File: src/rtl/cmd_decision_unit.sv
// Command decision FSM: collects N_TEMPLATES correlation scores, keeps the best one
// and emits a one-cycle verdict strobe (recognised / rejected / timed out).
module cmd_decision_unit #(
    parameter int unsigned          NB_SCORE    = 16,
    parameter int unsigned          N_TEMPLATES = 4,
    parameter logic [NB_SCORE-1:0]  THRESHOLD   = NB_SCORE'(20000),
    parameter int unsigned          TIMEOUT     = 1000
) (
    input  logic                i_clock,
    input  logic                i_reset,
    input  logic                i_init_done,
    input  logic                i_start,
    input  logic                i_score_valid,
    input  logic [NB_SCORE-1:0] i_score,
    output logic                o_idle,
    output logic                o_cmd_valid,
    output logic                o_cmd_recon,
    output logic [2:0]          o_cmd_id,
    output logic [NB_SCORE-1:0] o_best_score,
    output logic [1:0]          o_state
);

    localparam int unsigned CNT_W = $clog2(N_TEMPLATES + 1);
    localparam int unsigned TMO_W = (TIMEOUT > 1) ? $clog2(TIMEOUT) : 1;
    localparam logic [CNT_W-1:0] LAST_IDX = CNT_W'(N_TEMPLATES - 1);
    localparam logic [TMO_W-1:0] TMO_LAST = TMO_W'(TIMEOUT - 1);

    typedef enum logic [1:0] {
        ST_WAIT_INIT = 2'd0,
        ST_IDLE      = 2'd1,
        ST_COLLECT   = 2'd2,
        ST_REPORT    = 2'd3
    } state_e;

    state_e              state_q, state_d;
    logic [NB_SCORE-1:0] best_q, best_d;
    logic [2:0]          idx_q, idx_d;
    logic [CNT_W-1:0]    cnt_q, cnt_d;
    logic [TMO_W-1:0]    tmo_q, tmo_d;
    logic                recon_q, recon_d;
    logic [2:0]          id_q, id_d;
    logic [NB_SCORE-1:0] out_score_q, out_score_d;

    // Score handshake: i_score_valid has no ready; a score is consumed in exactly the
    // cycles the FSM is in COLLECT and dropped silently in every other state.
    logic                take;
    logic                beats;
    logic                set_done;
    logic                tmo_hit;
    logic [NB_SCORE-1:0] cand_score;
    logic [2:0]          cand_idx;

    assign take       = (state_q == ST_COLLECT) && i_score_valid;
    // The first score of a set always loads so that an all-zero set still reports index 0.
    assign beats      = (cnt_q == '0) || (i_score > best_q);
    assign cand_score = (take && beats) ? i_score : best_q;
    assign cand_idx   = (take && beats) ? 3'(cnt_q) : idx_q;
    assign set_done   = take && (cnt_q == LAST_IDX);
    assign tmo_hit    = (tmo_q == TMO_LAST);

    always_comb begin
        state_d     = state_q;
        best_d      = best_q;
        idx_d       = idx_q;
        cnt_d       = cnt_q;
        tmo_d       = tmo_q;
        recon_d     = recon_q;
        id_d        = id_q;
        out_score_d = out_score_q;

        case (state_q)
            ST_WAIT_INIT: begin
                if (i_init_done) begin
                    state_d = ST_IDLE;
                end
            end
            ST_IDLE: begin
                if (!i_init_done) begin
                    state_d = ST_WAIT_INIT;
                end else if (i_start) begin
                    state_d = ST_COLLECT;
                    best_d  = '0;
                    idx_d   = '0;
                    cnt_d   = '0;
                    tmo_d   = '0;
                end
            end
            ST_COLLECT: begin
                if (!i_init_done) begin
                    state_d = ST_WAIT_INIT;
                end else begin
                    if (take) begin
                        cnt_d  = cnt_q + 1'b1;
                        best_d = cand_score;
                        idx_d  = cand_idx;
                    end
                    // A full set on the last allowed cycle still counts as a real decision.
                    if (set_done) begin
                        state_d     = ST_REPORT;
                        recon_d     = (cand_score >= THRESHOLD);
                        id_d        = cand_idx;
                        out_score_d = cand_score;
                    end else if (tmo_hit) begin
                        state_d     = ST_REPORT;
                        recon_d     = 1'b0;
                        id_d        = '0;
                        out_score_d = '0;
                    end else begin
                        tmo_d = tmo_q + 1'b1;
                    end
                end
            end
            ST_REPORT: begin
                state_d = i_init_done ? ST_IDLE : ST_WAIT_INIT;
            end
            default: begin
                state_d = ST_WAIT_INIT;
            end
        endcase
    end

    always_ff @(posedge i_clock) begin
        if (i_reset) begin
            state_q     <= ST_WAIT_INIT;
            best_q      <= '0;
            idx_q       <= '0;
            cnt_q       <= '0;
            tmo_q       <= '0;
            recon_q     <= 1'b0;
            id_q        <= '0;
            out_score_q <= '0;
        end else begin
            state_q     <= state_d;
            best_q      <= best_d;
            idx_q       <= idx_d;
            cnt_q       <= cnt_d;
            tmo_q       <= tmo_d;
            recon_q     <= recon_d;
            id_q        <= id_d;
            out_score_q <= out_score_d;
        end
    end

    assign o_idle       = (state_q == ST_IDLE);
    assign o_cmd_valid  = (state_q == ST_REPORT);
    assign o_cmd_recon  = recon_q;
    assign o_cmd_id     = id_q;
    assign o_best_score = out_score_q;
    assign o_state      = state_q;

endmodule
File: config.mk
export PLATFORM = sky130hd
export DESIGN_NAME = cmd_decision_unit
export DESIGN_NICKNAME = d
export VERILOG_FILES = /design/src/rtl/cmd_decision_unit.sv
export SDC_FILE = /design/constraint.sdc
export NUM_CORES = 1
export LEC_CHECK = 0
export CELL_PAD_IN_SITES_DETAIL_PLACEMENT = 0
export CELL_PAD_IN_SITES_GLOBAL_PLACEMENT = 1
export CORE_UTILIZATION = 41
export DETAILED_ROUTE_END_ITERATION = 6
export PLACE_DENSITY = 0.86
export SYNTH_ARGS = -nofsm -noshare
export SYNTH_HDL_FRONTEND = slang
export SYNTH_SLANG_ARGS = --single-unit
File: constraint.sdc
create_clock -name i_clock -period 3.49 [get_ports i_clock]
set_clock_uncertainty 0.15 [all_clocks]
set_input_delay 0.698 -clock i_clock [delete_from_list [all_inputs] [get_ports i_clock]]
set_output_delay 0.698 -clock i_clock [all_outputs]
set_load 0.02 [all_outputs]
; ---- After elaboration in Yosys (flattened, before gate mapping)
; Index checks and enable logic that the tools add are counted.
[word_totals]
register_bits = 54
input_bits = 21
elab_cells = 73
[op_classes]
n_addsub = 2
n_lt_le_gt_ge = 2
eq_ne = 14
n_mux = 35
n_reduce_logical = 12
[ops]
columns = operator, n
row1 = $mux W16, 7
row2 = $mux W10, 5
row3 = $pmux W16 S2, 1
row4 = $mux W3, 9
row5 = $pmux W10 S2, 1
row6 = $ge A16 B15 Y1 const B, 1
row7 = $gt A16 B16 Y1, 1
row8 = $ne A2 B2 Y1 const B, 7
row9 = $mux W2, 6
row10 = $pmux W3 S2, 2
row11 = $add A10 B1 Y10 const B, 1
row12 = $eq A10 B10 Y1 const B, 1
row13 = $pmux W2 S4, 1
row14 = $reduce_and A3 Y1, 2
row15 = $reduce_and A6 Y1, 1
row16 = $reduce_and A5 Y1, 1
row17 = $eq A2 B2 Y1 const B, 2
row18 = $ne A4 B4 Y1 const B, 1
row19 = $reduce_bool A2 Y1, 2
row20 = $add A3 B1 Y3 const B, 1
row21 = $eq A3 B2 Y1 const B, 1
row22 = $logic_and A1 B1 Y1, 3
row23 = $logic_not A3 Y1, 1
row24 = $mux W1, 3
row25 = other kinds (4), 4

; ---- Logic depth before layout (Yosys ltp)
; Gate-level depths: netlist of the first run.
[logic_depth]
word_depth = 7
mapped_depth = 10
depth_no_buf = 8

; ---- Least setup slack after synthesis of the first run
; Ideal clock, no wire load.
[synth_timing]
kind = in2reg
from = in i_score[8]
to = reg recon_q, in the netlist o_cmd_recon
arrival_ns = 2.500
path_slack_ns = 0.771
cell_stages = 8
n_path_buf = 1
path_cell_list = ha_1 a21oi_1 a21boi_1 o31a_1 o41ai_4 buf_4 mux2_1 o21ai_1
[synth_via]
elab_chain_cells = 6
[synth_rtl]
columns = element, line
row1 = from (decl), 14  ; input logic [NB_SCORE-1:0] i_score,
row2 = $gt A16 B16 Y1, 55  ; assign beats = (cnt_q == '0) || (i_score > best_q);
row3 = $logic_or A1 B1 Y1, 55
row4 = $logic_and A1 B1 Y1, 56  ; assign cand_score = (take && beats) ? i_score : best_q;
row5 = $mux W16 (*), 56
row6 = $ge A16 B15 Y1 (*), 100  ; recon_d = (cand_score >= THRESHOLD);
row7 = $mux W1 (*), 98  ; if (set_done) begin
row8 = to (signal assigned), 138  ; recon_q <= recon_d;
row9 = to (decl), 40  ; logic recon_q, recon_d;
; Every way passes the cells marked *; elsewhere a longest branch is shown, timed or not.
; A chain may end at the register's enable or synchronous reset.

; ---- Final worst setup path of the first run
[layout_timing]
from = in i_score[8]
to = reg best_q[10]
[layout_via]
elab_chain_cells = 7
[layout_rtl]
columns = element, line
row1 = $gt A16 B16 Y1, 55
row2 = $logic_or A1 B1 Y1, 55
row3 = $logic_and A1 B1 Y1, 56
row4 = $mux W16, 56
row5 = $mux W16, 92  ; if (take) begin
row6 = $mux W16, 89  ; if (!i_init_done) begin
row7 = $pmux W16 S2, 71  ; case (state_q)
row8 = to (signal assigned), 134  ; best_q <= best_d;
row9 = to (decl), 36  ; logic [NB_SCORE-1:0] best_q, best_d;
; No other way between the ends. The select of a mux whose other input is x is not followed.

==> metrics.txt, run 1 <==
Max clock buf depth=2; grt ovf=0; M3 GR Usage=about 4.3%; Worst setup EP type=flip-flop; DRC Markers=0; Max-Cap Viols=0; initial detailed-routing violation count=77; CTS tree=built; GRT Total Usage=17.3%; Reg power frac=between 50% and 60%; R2R setup slack=900 ps; reg2reg start=best_q[8]; NumNets Final=around 390; Synth area leaders=dfxtp_1, ha_1, o32ai_2; Synth Flop Type=dfxtp_1; Die Height=about 86 microns; area of the multi-input gates=0.00165 sq mm; unrepaired setup endpoints after global routing=no; internal power=0.000811 W; Setup CP Type=in -> reg; synthesized area per cell=between 9 and 10 sq um; # resized after CTS=0; number of setup buffers added after CTS=0; initial antenna violation count=0; outcome=finished clean; # setup viols final=0; via count=approximately 2300; Initial Utilization=between 40% and 50%; Root Driver=clkbuf_8; share of the synthesized area in the top cell type=37.6%; DIE WIDTH=around 86 microns; WL final=5.84 mm; final setup TNS=0 ps; Final min period=about 3000 ps; sequential fraction of the synthesis area=a little under two fifths; core area=~0.0068 sq mm; CTS Hold Bufs=0; Synth Net Count=347; first-pass GRT wire length=roughly 10 mm; Comb pwr share=~10%; worst reg2reg path endpoint=best_q[10]; Pre-antenna DRT Iters=4; reg2reg path depth=10; Max Fclk=roughly 330 MHz; Filler cells=around 640; vias in the first global route=~2200; worst skew pair latency=~320 ps; Inserted Diodes=0; met2 Resource Use GR=between 20 and 30%; Seq cells post-synth=54; Worst-path clk slew=approximately 100 ps; Most Crowded Layer GR=met2; count leader, synth=dfxtp_1; dpl cell area=about 0.0034 sq mm; Mapped Area=0.00288 sq mm; largest net degree at the start of global routing=45; Switch Pwr=approximately 0.00027 W; EDFF count, synth=0; Async S/R FF share, synth=0%; Sw Ratio=between 20 and 25%; critical path fanouts, max=19; Synth area leader=dfxtp_1; relative slew slack=between 40% and 50%; CTS Buf Count=5; vias per cell=5.13; worst hold path class=reg -> reg; Final period util=87.8%; Post-DRT Antenna Nets=0; max-slew violation count=0; P&R area growth vs syn=22.9%; synth unique cells=45; register area=between 0.001 and 0.0015 sq mm; Commonest cells post-synth=dfxtp_1, nand2_1, nand2b_1; WL/cell=between 10 and 15 microns; final hold vios=0; HPWL Detailed=between 4 and 5 mm; CTS sink cnt=54; Cell Pwr Density=a little over 300 mW/mm^2; Yosys Warn Count=0; Worst Hold Endpoint=o_best_score[10]; fin area=between 0.003 and 0.004 sq mm; routability cong.=around 0.76; Leak=around 1.3 nW; # port buffers=44; Clk pwr share=~33%; Worst Hold Depth=2; share of cells above drive strength 1=10.2%; Max IR drop VDD=between 0.15 and 0.2 mV; worst slew pin tran=approximately 760 ps; I/O pins=45; Worst Setup Start Kind=input port; met1 usage=between 20% and 30%; H-tree depth=2; Syn Inst Count=slightly above 300; Die Area=0.00735 sq mm; CP required=3560 ps; Rows=30; Arrival @ worst endpoint=between 3000 and 4000 ps; hold_sp=o_best_score[10]
==> final cells by class <==
cell class / instances / area share, %
tap: 96 / 3.40
timing repair buffer: 54 / 14.9
sequential: 54 / 30.6
multi-input combinational: 219 / 46.6
clock inverter: 2 / 0.389
clock buffer: 6 / 2.05
inverter: 19 / 2.02
==> layer usage <==
metal | part of all wire, % | routed length (microns)
met5 | 0 | 0
met4 | 1.1 | 64
met3 | 3.5 | 204
met2 | 46 | 2720
met1 | 49 | 2860
==> critical path: stages <==
cell,delay (ps)
clkdlybuf4s50_1,470
ha_1,350
a21oi_1,150
a21boi_1,80
o31a_1,310
o41ai_4,300
buf_4,260
a21oi_4,80
buf_12,170
o32ai_1,250
==> power by group through the flow <==
stage                     Clock, W  Sequential (W)  Combinational, W
after floorplan                  0        0.000634         0.0000560
after global placement           0        0.000634          0.000107
after detailed placement         0        0.000634          0.000108
after CTS                 0.000363        0.000619          0.000109
after global routing      0.000388        0.000620          0.000119
final                     0.000353        0.000619          0.000108
==> how the worst max path moves through the flow <==
stage / slack, ps / start / depth (start not counted) / to
after floorplan: 770 / i_score[8] / 8 / o_cmd_recon
after CTS: 440 / i_score[14] / 9 / best_q[0]
after global routing: 260 / i_score[8] / 10 / best_q[10]
after detailed placement: 90 / i_score[14] / 9 / idx_q[1]
final: 420 / i_score[8] / 10 / best_q[10]
after global placement: 200 / i_score[1] / 10 / best_q[9]
==> cell usage in the layout (no fill, tap or decap), types with 2 or more instances in the layout <==
cell type,count
clkdlybuf4s50_1,44
buf_4,9
inv_1,19
nand4_1,6
o211ai_1,2
clkbuf_8,5
mux2i_1,20
nor2b_1,3
dfxtp_1,54
nand3_1,8
o31ai_1,2
a21oi_1,15
o32ai_2,14
xnor2_1,2
o32ai_1,5
nand2b_1,21
nor4_1,2
nor3_1,2
nand3b_1,2
ha_1,20
nor2_1,18
o21ai_0,3
xor2_1,7
nand2_1,28
o21ai_1,20
==> through the flow <==
step	hold WS (ps)	setup WS, ps	util (%)	cells	power, W
4_1_cts	305	439	52.0	450	0.00109
3_5_place_dp	290	90.5	50.8	442	0.000742
3_3_place_gp	283	197	50.8	442	0.000740
6_report	301	424	52.0	450	0.00108
2_1_floorplan	320	771	-	306	0.000690
5_1_grt	323	261	52.0	450	0.00113
==> flip-flops by register name, indices dropped and copies added (netlist names) <==
signal        count
o_cmd_recon       1
o_best_score     16
o_cmd_id          3
idx_q             3
cnt_q             3
tmo_q            10
best_q           16
o_state           2
==> logic make-up after synthesis <==
family,Yosys count,synth area share [%]
and+or+nand+nor,99,17.9
AOI/OAI and AO/OA,70,20.6
DFF,54,37.6
buffers and inverters,33,5.13
muxes,21,7.35
adders and majority gates,20,8.70
xor gates and xnor gates,9,2.74
Note: power is estimated with default switching activity, not from simulation.
==> run 2, diff against run 1 <==
- CORE_UTILIZATION: 41 -> 37
- PLACE_DENSITY: 0.86 -> 0.82
- clock period: 3.49 -> 2.6 ns (I/O delays scaled with it)
==> metrics.txt, run 2 (same netlist as run 1, synthesis figures left out) <==
final hold vios=0 (unchanged); CTS sink cnt=54 (unchanged); Comb pwr share=13.0% (+3.0 points); Post-DRT Antenna Nets=0 (unchanged); Filler cells=627 (-1.9%); P&R area growth vs syn=46.7%; WL final=7.56 mm (+30%); GRT Total Usage=19.3% (+2.0 points); grt ovf=0 (unchanged); Root Driver=clkbuf_8; via count=2543 (+10%); Max IR drop VDD=0.189 mV (+5.0%); Max clock buf depth=2 (unchanged); vias in the first global route=2692 (+22%); most common cell after layout, fill and taps aside=dfxtp_1; Reg power frac=53.0% (-4.4 points); CTS Buf Count=5 (unchanged); Max-Cap Viols=0 (unchanged); NumNets Final=431 (+9.4%); dpl cell area=0.00362 sq mm (+4.9%); # port buffers=44 (unchanged); Power Total=0.00157 W (+45%); Final Worst Setup Slack=-28.0 ps (-452 ps); initial detailed-routing violation count=73 (-5.2%); fin area=0.00422 sq mm (+19%); outcome=finished, violations left; first-pass GRT wire length=12.7 mm (+25%); I/O pins=45 (unchanged); Initial Utilization=39.0% (-3.3 points); DIE WIDTH=90.2 microns (+5.1%); worst hold path class=reg -> reg; initial antenna violation count=0 (unchanged); Leak=1.60 nW (+23%); critical path fanouts, max=5 (-14); Clk pwr share=33.9% (+1.2 points); Pre-antenna DRT Iters=4 (unchanged); Final min period=about 2600 ps; register area=0.00109 sq mm (+0.93%); commonest cells after routing, fill and taps aside=dfxtp_1, buf_4, clkdlybuf4s50_1; area of the multi-input gates=0.00196 sq mm (+19%); DRC Markers=0 (unchanged); Arrival @ worst endpoint=2700 ps (-440 ps); Setup CP Type=in -> reg; vias per cell=5.19 (+1.2%); Max Fclk=between 300 and 400 MHz; Worst Setup Start Kind=input port; placed insts=466 (+5.4%); H-tree depth=2 (unchanged); largest net degree at the start of global routing=45 (unchanged); unrepaired setup endpoints after global routing=yes; core area=0.00737 sq mm (+8.5%); relative slew slack=64.8% (+15 points); share of cells above drive strength 1=30.9% (+21 points); Sw Ratio=25.1% (+0.20 points); Worst setup EP type=flip-flop; CTS tree=built; Final period util=101%; worst slew pin tran=523 ps (-236 ps); Cell Pwr Density=371 mW/mm^2 (+22%); Die Height=90.2 microns (+5.1%); worst skew pair latency=310 ps (about the same); failing checks=negative setup slack; internal power=0.00117 W (+45%); Rows=31 (+3.3%); Worst-path clk slew=110 ps (about the same); CP required=2670 ps (-890 ps); fin cells=490 (+8.9%); Switch Pwr=0.000393 W (+46%); Finished Core Util=57.3% (+5.2 points); Inserted Diodes=0 (unchanged); routability cong.=0.791 (+3.9%); worst hold margin=301 ps (+0.186 ps); WL/cell=15.4 microns (+19%); max-slew violation count=0 (unchanged); HPWL Detailed=4.59 mm (+9.8%); Die Area=0.00813 sq mm (+11%); # setup viols final=4 (+4)
[run 2: changes by cell type in the layout (fill, tap and decap cells not counted), sizes merged]
| cell | delta |
|---|---|
| buf | +41 |
| clkbuf | +2 |
| clkdlybuf4s15 | +1 |
| clkdlybuf4s50 | -16 |
| clkinv | -1 |
| dlygate4sd2 | +8 |
| dlymetal6s2s | +2 |
[run 2: path summary, 6_finish.rpt]
path                            slack [ps]  depth (start not counted)        startpoint          endpoint
worst max-delay path                   -30                         10        i_score[5]          idx_q[0]
worst min-delay path                   300                          2  o_best_score[14]  o_best_score[14]
worst max register to register         -20                         11         best_q[9]          idx_q[0]
worst min register to register         300                          2  o_best_score[14]  o_best_score[14]
[run 2: per-layer routing]
layer  vias up  global-route usage, %  part of all wire, %
met1      1214                   23.1                   44
li1       1266                      -                    -
met4         0                   4.97                  1.6
met3        12                   3.64                  3.3
met5         -                      0                    0
met2        51                   35.1                   51
[run 2: final cells by class]
cell class              instances  share of cell area [%]
clock buffers                   7                    2.28
clock inverters                 1                   0.208
inverters                      19                    1.69
multi-input cells             219                    46.5
flip-flops and latches         54                    25.9
well taps                      99                    2.94
repair buffers                 91                    20.5
[run 2: repair_timing]
item / 4_1_cts / 5_1_grt
cloned: 5 / 0
gates resized for setup: 69 / 30
setup endpoints to repair: 39 / 39
pin swaps: 20 / 13
hold buffers: 0 / 0
setup buffers: 12 / 2
[run 2: worst max-delay path: stages]
cell	delay [ps]
dlygate4sd2_1	280
ha_4	290
nand2_2	70
nor4_4	290
a21boi_4	240
o41ai_4	110
buf_4	170
or3_4	380
buf_8	160
o32ai_2	190
[run 2: power by group through the flow]
stage                     clock (W)  combinational, W  sequential [W]
after detailed placement          0          0.000165        0.000851
final                      0.000532          0.000204        0.000831
after global routing       0.000584          0.000220        0.000832
after global placement            0          0.000164        0.000850
after floorplan                   0         0.0000751        0.000852
after CTS                  0.000546          0.000186        0.000831
[run 2: metrics by stage]
step | setup WS (ps) | setup TNS, ps
floorplan | 58.7 | 0
global placement | -526 | -16380
detailed placement | -558 | -18020
CTS | -17.0 | -65.6
global route | -120 | -648
finish | -28.0 | -41.9
==> run 3, diff against run 2 <==
- GPL_TIMING_DRIVEN: unset -> 0
==> metrics.txt, run 3 (same netlist as run 1, synthesis figures left out) <==
outcome=finished clean; Max IR drop VDD=0.204 mV (+7.7%); dpl cell area=0.00343 sq mm (-5.1%); met1 usage=22.3% (-0.71 points); Max clock buf depth=2 (unchanged); worst reg2reg path endpoint=best_q[7]; Finished Core Util=52.2% (-5.1 points); Reg power frac=53.0% (about the same); Most Crowded Layer GR=met2; Rows=31 (unchanged); Arrival @ worst endpoint=2610 ps (-90 ps); Setup CP Type=reg -> reg; Worst setup EP type=flip-flop; Worst-path clk slew=110 ps (about the same); core area=0.00737 sq mm (unchanged); Max-Cap Viols=0 (unchanged); commonest cells after routing, fill and taps aside=dfxtp_1, nand2_1, clkdlybuf4s50_1; Sw Ratio=24.2% (-0.92 points); final hold vios=0 (unchanged); most common cell type on the critical path=buf_4; DIE WIDTH=90.2 microns (unchanged); Cell Pwr Density=408 mW/mm^2 (+9.9%); # setup viols final=0 (-4); GRT Total Usage=16.7% (-2.6 points); R2R setup slack=60 ps (+80 ps); CP cell instances=inv_2, ha_4, nand4_1, buf_4, nor2_2, o31a_1, o41ai_4, buf_4, a21oi_4, buf_6, o32ai_1; grt ovf=0 (unchanged); share of cells above drive strength 1=23.0% (-7.9 points); NumNets Final=409 (-5.1%); first-pass GRT wire length=11.0 mm (-13%); initial antenna violation count=0 (unchanged); H-tree depth=2 (unchanged); most common cell after layout, fill and taps aside=dfxtp_1; Die Height=90.2 microns (unchanged); Worst Hold Depth=2 (unchanged); relative slew slack=48.1% (-17 points); Leak=1.44 nW (-10%); initial detailed-routing violation count=103 (+41%); reg2reg start=best_q[8]; via count=2425 (-4.6%); hold_sp=o_cmd_recon; Final min period=2540 ps (-90.7 ps); Inserted Diodes=0 (unchanged); worst slew pin tran=778 ps (+254 ps); I/O pins=45 (unchanged); CP required=2670 ps (about the same); Final period util=97.6% (-3.5 points); # port buffers=43 (-2.3%); Comb pwr share=10.4% (-2.6 points); largest net degree at the start of global routing=16 (-64%); vias in the first global route=2272 (-16%); vias per cell=5.18 (-0.16%); routability cong.=0.836 (+5.7%); final setup TNS=0 ps (+41.9 ps); met2 Resource Use GR=27.2% (-7.9 points); Switch Pwr=0.000379 W (-3.5%); Die Area=0.00813 sq mm (unchanged); unrepaired setup endpoints after global routing=yes; worst skew pair latency=320 ps (about the same); Initial Utilization=39.0% (unchanged); Max Fclk=394 MHz (+3.6%); internal power=0.00119 W (+1.4%); Worst Setup Start Kind=flip-flop; P&R area growth vs syn=33.7%; CTS sink cnt=54 (unchanged); CP max stage cell=dfxtp_2; CTS tree=built; Critical Path Max Stage Delay=360 ps (-20 ps); Worst Hold Endpoint=o_cmd_recon; WL final=6.82 mm (-9.8%); critical path fanouts, max=9 (+4); M3 GR Usage=3.64% (unchanged); fin area=0.00385 sq mm (-8.9%); DRC Markers=0 (unchanged); CTS Buf Count=5 (unchanged); max-slew violation count=0 (unchanged); WL/cell=14.6 microns (-5.6%); reg2reg path depth=11 (unchanged); worst hold path class=reg -> reg; Root Driver=clkbuf_8; fin cells=468 (-4.5%); placed insts=448 (-3.9%); Post-DRT Antenna Nets=0 (unchanged); Clk pwr share=36.6% (+2.7 points); HPWL Detailed=4.70 mm (+2.4%); Pre-antenna DRT Iters=4 (unchanged)
-- run 3: changes by cell type in the layout (fill, tap and decap cells not counted), moves of 4 or more --
cell,change
buf_4,-27
clkbuf_2,+9
dlygate4sd2_1,-5
buf_2,-4
o32ai_4,-4
clkbuf_1,+11
-- run 3: what timing repair did --
item / in CTS / in global routing
hold buffers: 0 / 0
setup buffers: 7 / 5
endpoints found under the setup margin: 39 / 39
resized for setup: 32 / 48
pin swaps: 13 / 14
hold endpoints to repair: 0 / 0
-- run 3: cell type report --
class,count,area (sq um)
plain buffers,14,103
flip-flops and latches,54,1090
inverters,19,71.3
repair buffers,55,503
well taps,99,124
clock inverters,1,30.0
multi-input cells,219,1850
fillers,676,3520
clock buffers,7,76.3
-- run 3: power groups by stage --
stage	logic, W	clock network, W	registers, W
finish	0.000163	0.000574	0.000831
global route	0.000179	0.000618	0.000832
CTS	0.000148	0.000579	0.000831
detailed placement	0.000143	0	0.000851
global placement	0.000142	0	0.000850
floorplan	0.0000751	0	0.000852
-- run 3: routing by layer --
layer  up-vias  wire (microns)
met3         8             286
met1      1159            3170
met4         0              93
met2        43            3270
met5         -               0
li1       1215               -
-- run 3: worst max-delay path, delay by kind of cell, from the launching register on --
| family | cells | cell delay, ps |
|---|---|---|
| AND/OR/NAND/NOR | 2 | 210 |
| flip-flops | 1 | 360 |
| adder cells (fa/ha/maj) | 1 | 220 |
| buffers and inverters | 4 | 570 |
| AO/OA/AOI/OAI | 4 | 930 |
-- run 3: stage by stage --
| stage | setup slack, ps | total power, W | hold WS [ps] |
|---|---|---|---|
| CTS | 1.66 | 0.00156 | 304 |
| global placement | -784 | 0.000992 | 285 |
| finish | 62.8 | 0.00157 | 300 |
| floorplan | 58.7 | 0.000927 | 320 |
| global route | -41.6 | 0.00163 | 321 |
| detailed placement | -786 | 0.000993 | 289 |
-- run 3: worst max path at each step --
stage | start | to | slack, ps | cells after the start
after floorplan | i_score[8] | o_cmd_recon | 60 | 8
after global placement | i_score[14] | best_q[0] | -780 | 9
after detailed placement | i_score[14] | idx_q[0] | -790 | 9
after CTS | i_score[8] | best_q[15] | 2 | 10
after global routing | best_q[8] | o_best_score[0] | -40 | 11
final | best_q[8] | best_q[7] | 60 | 11
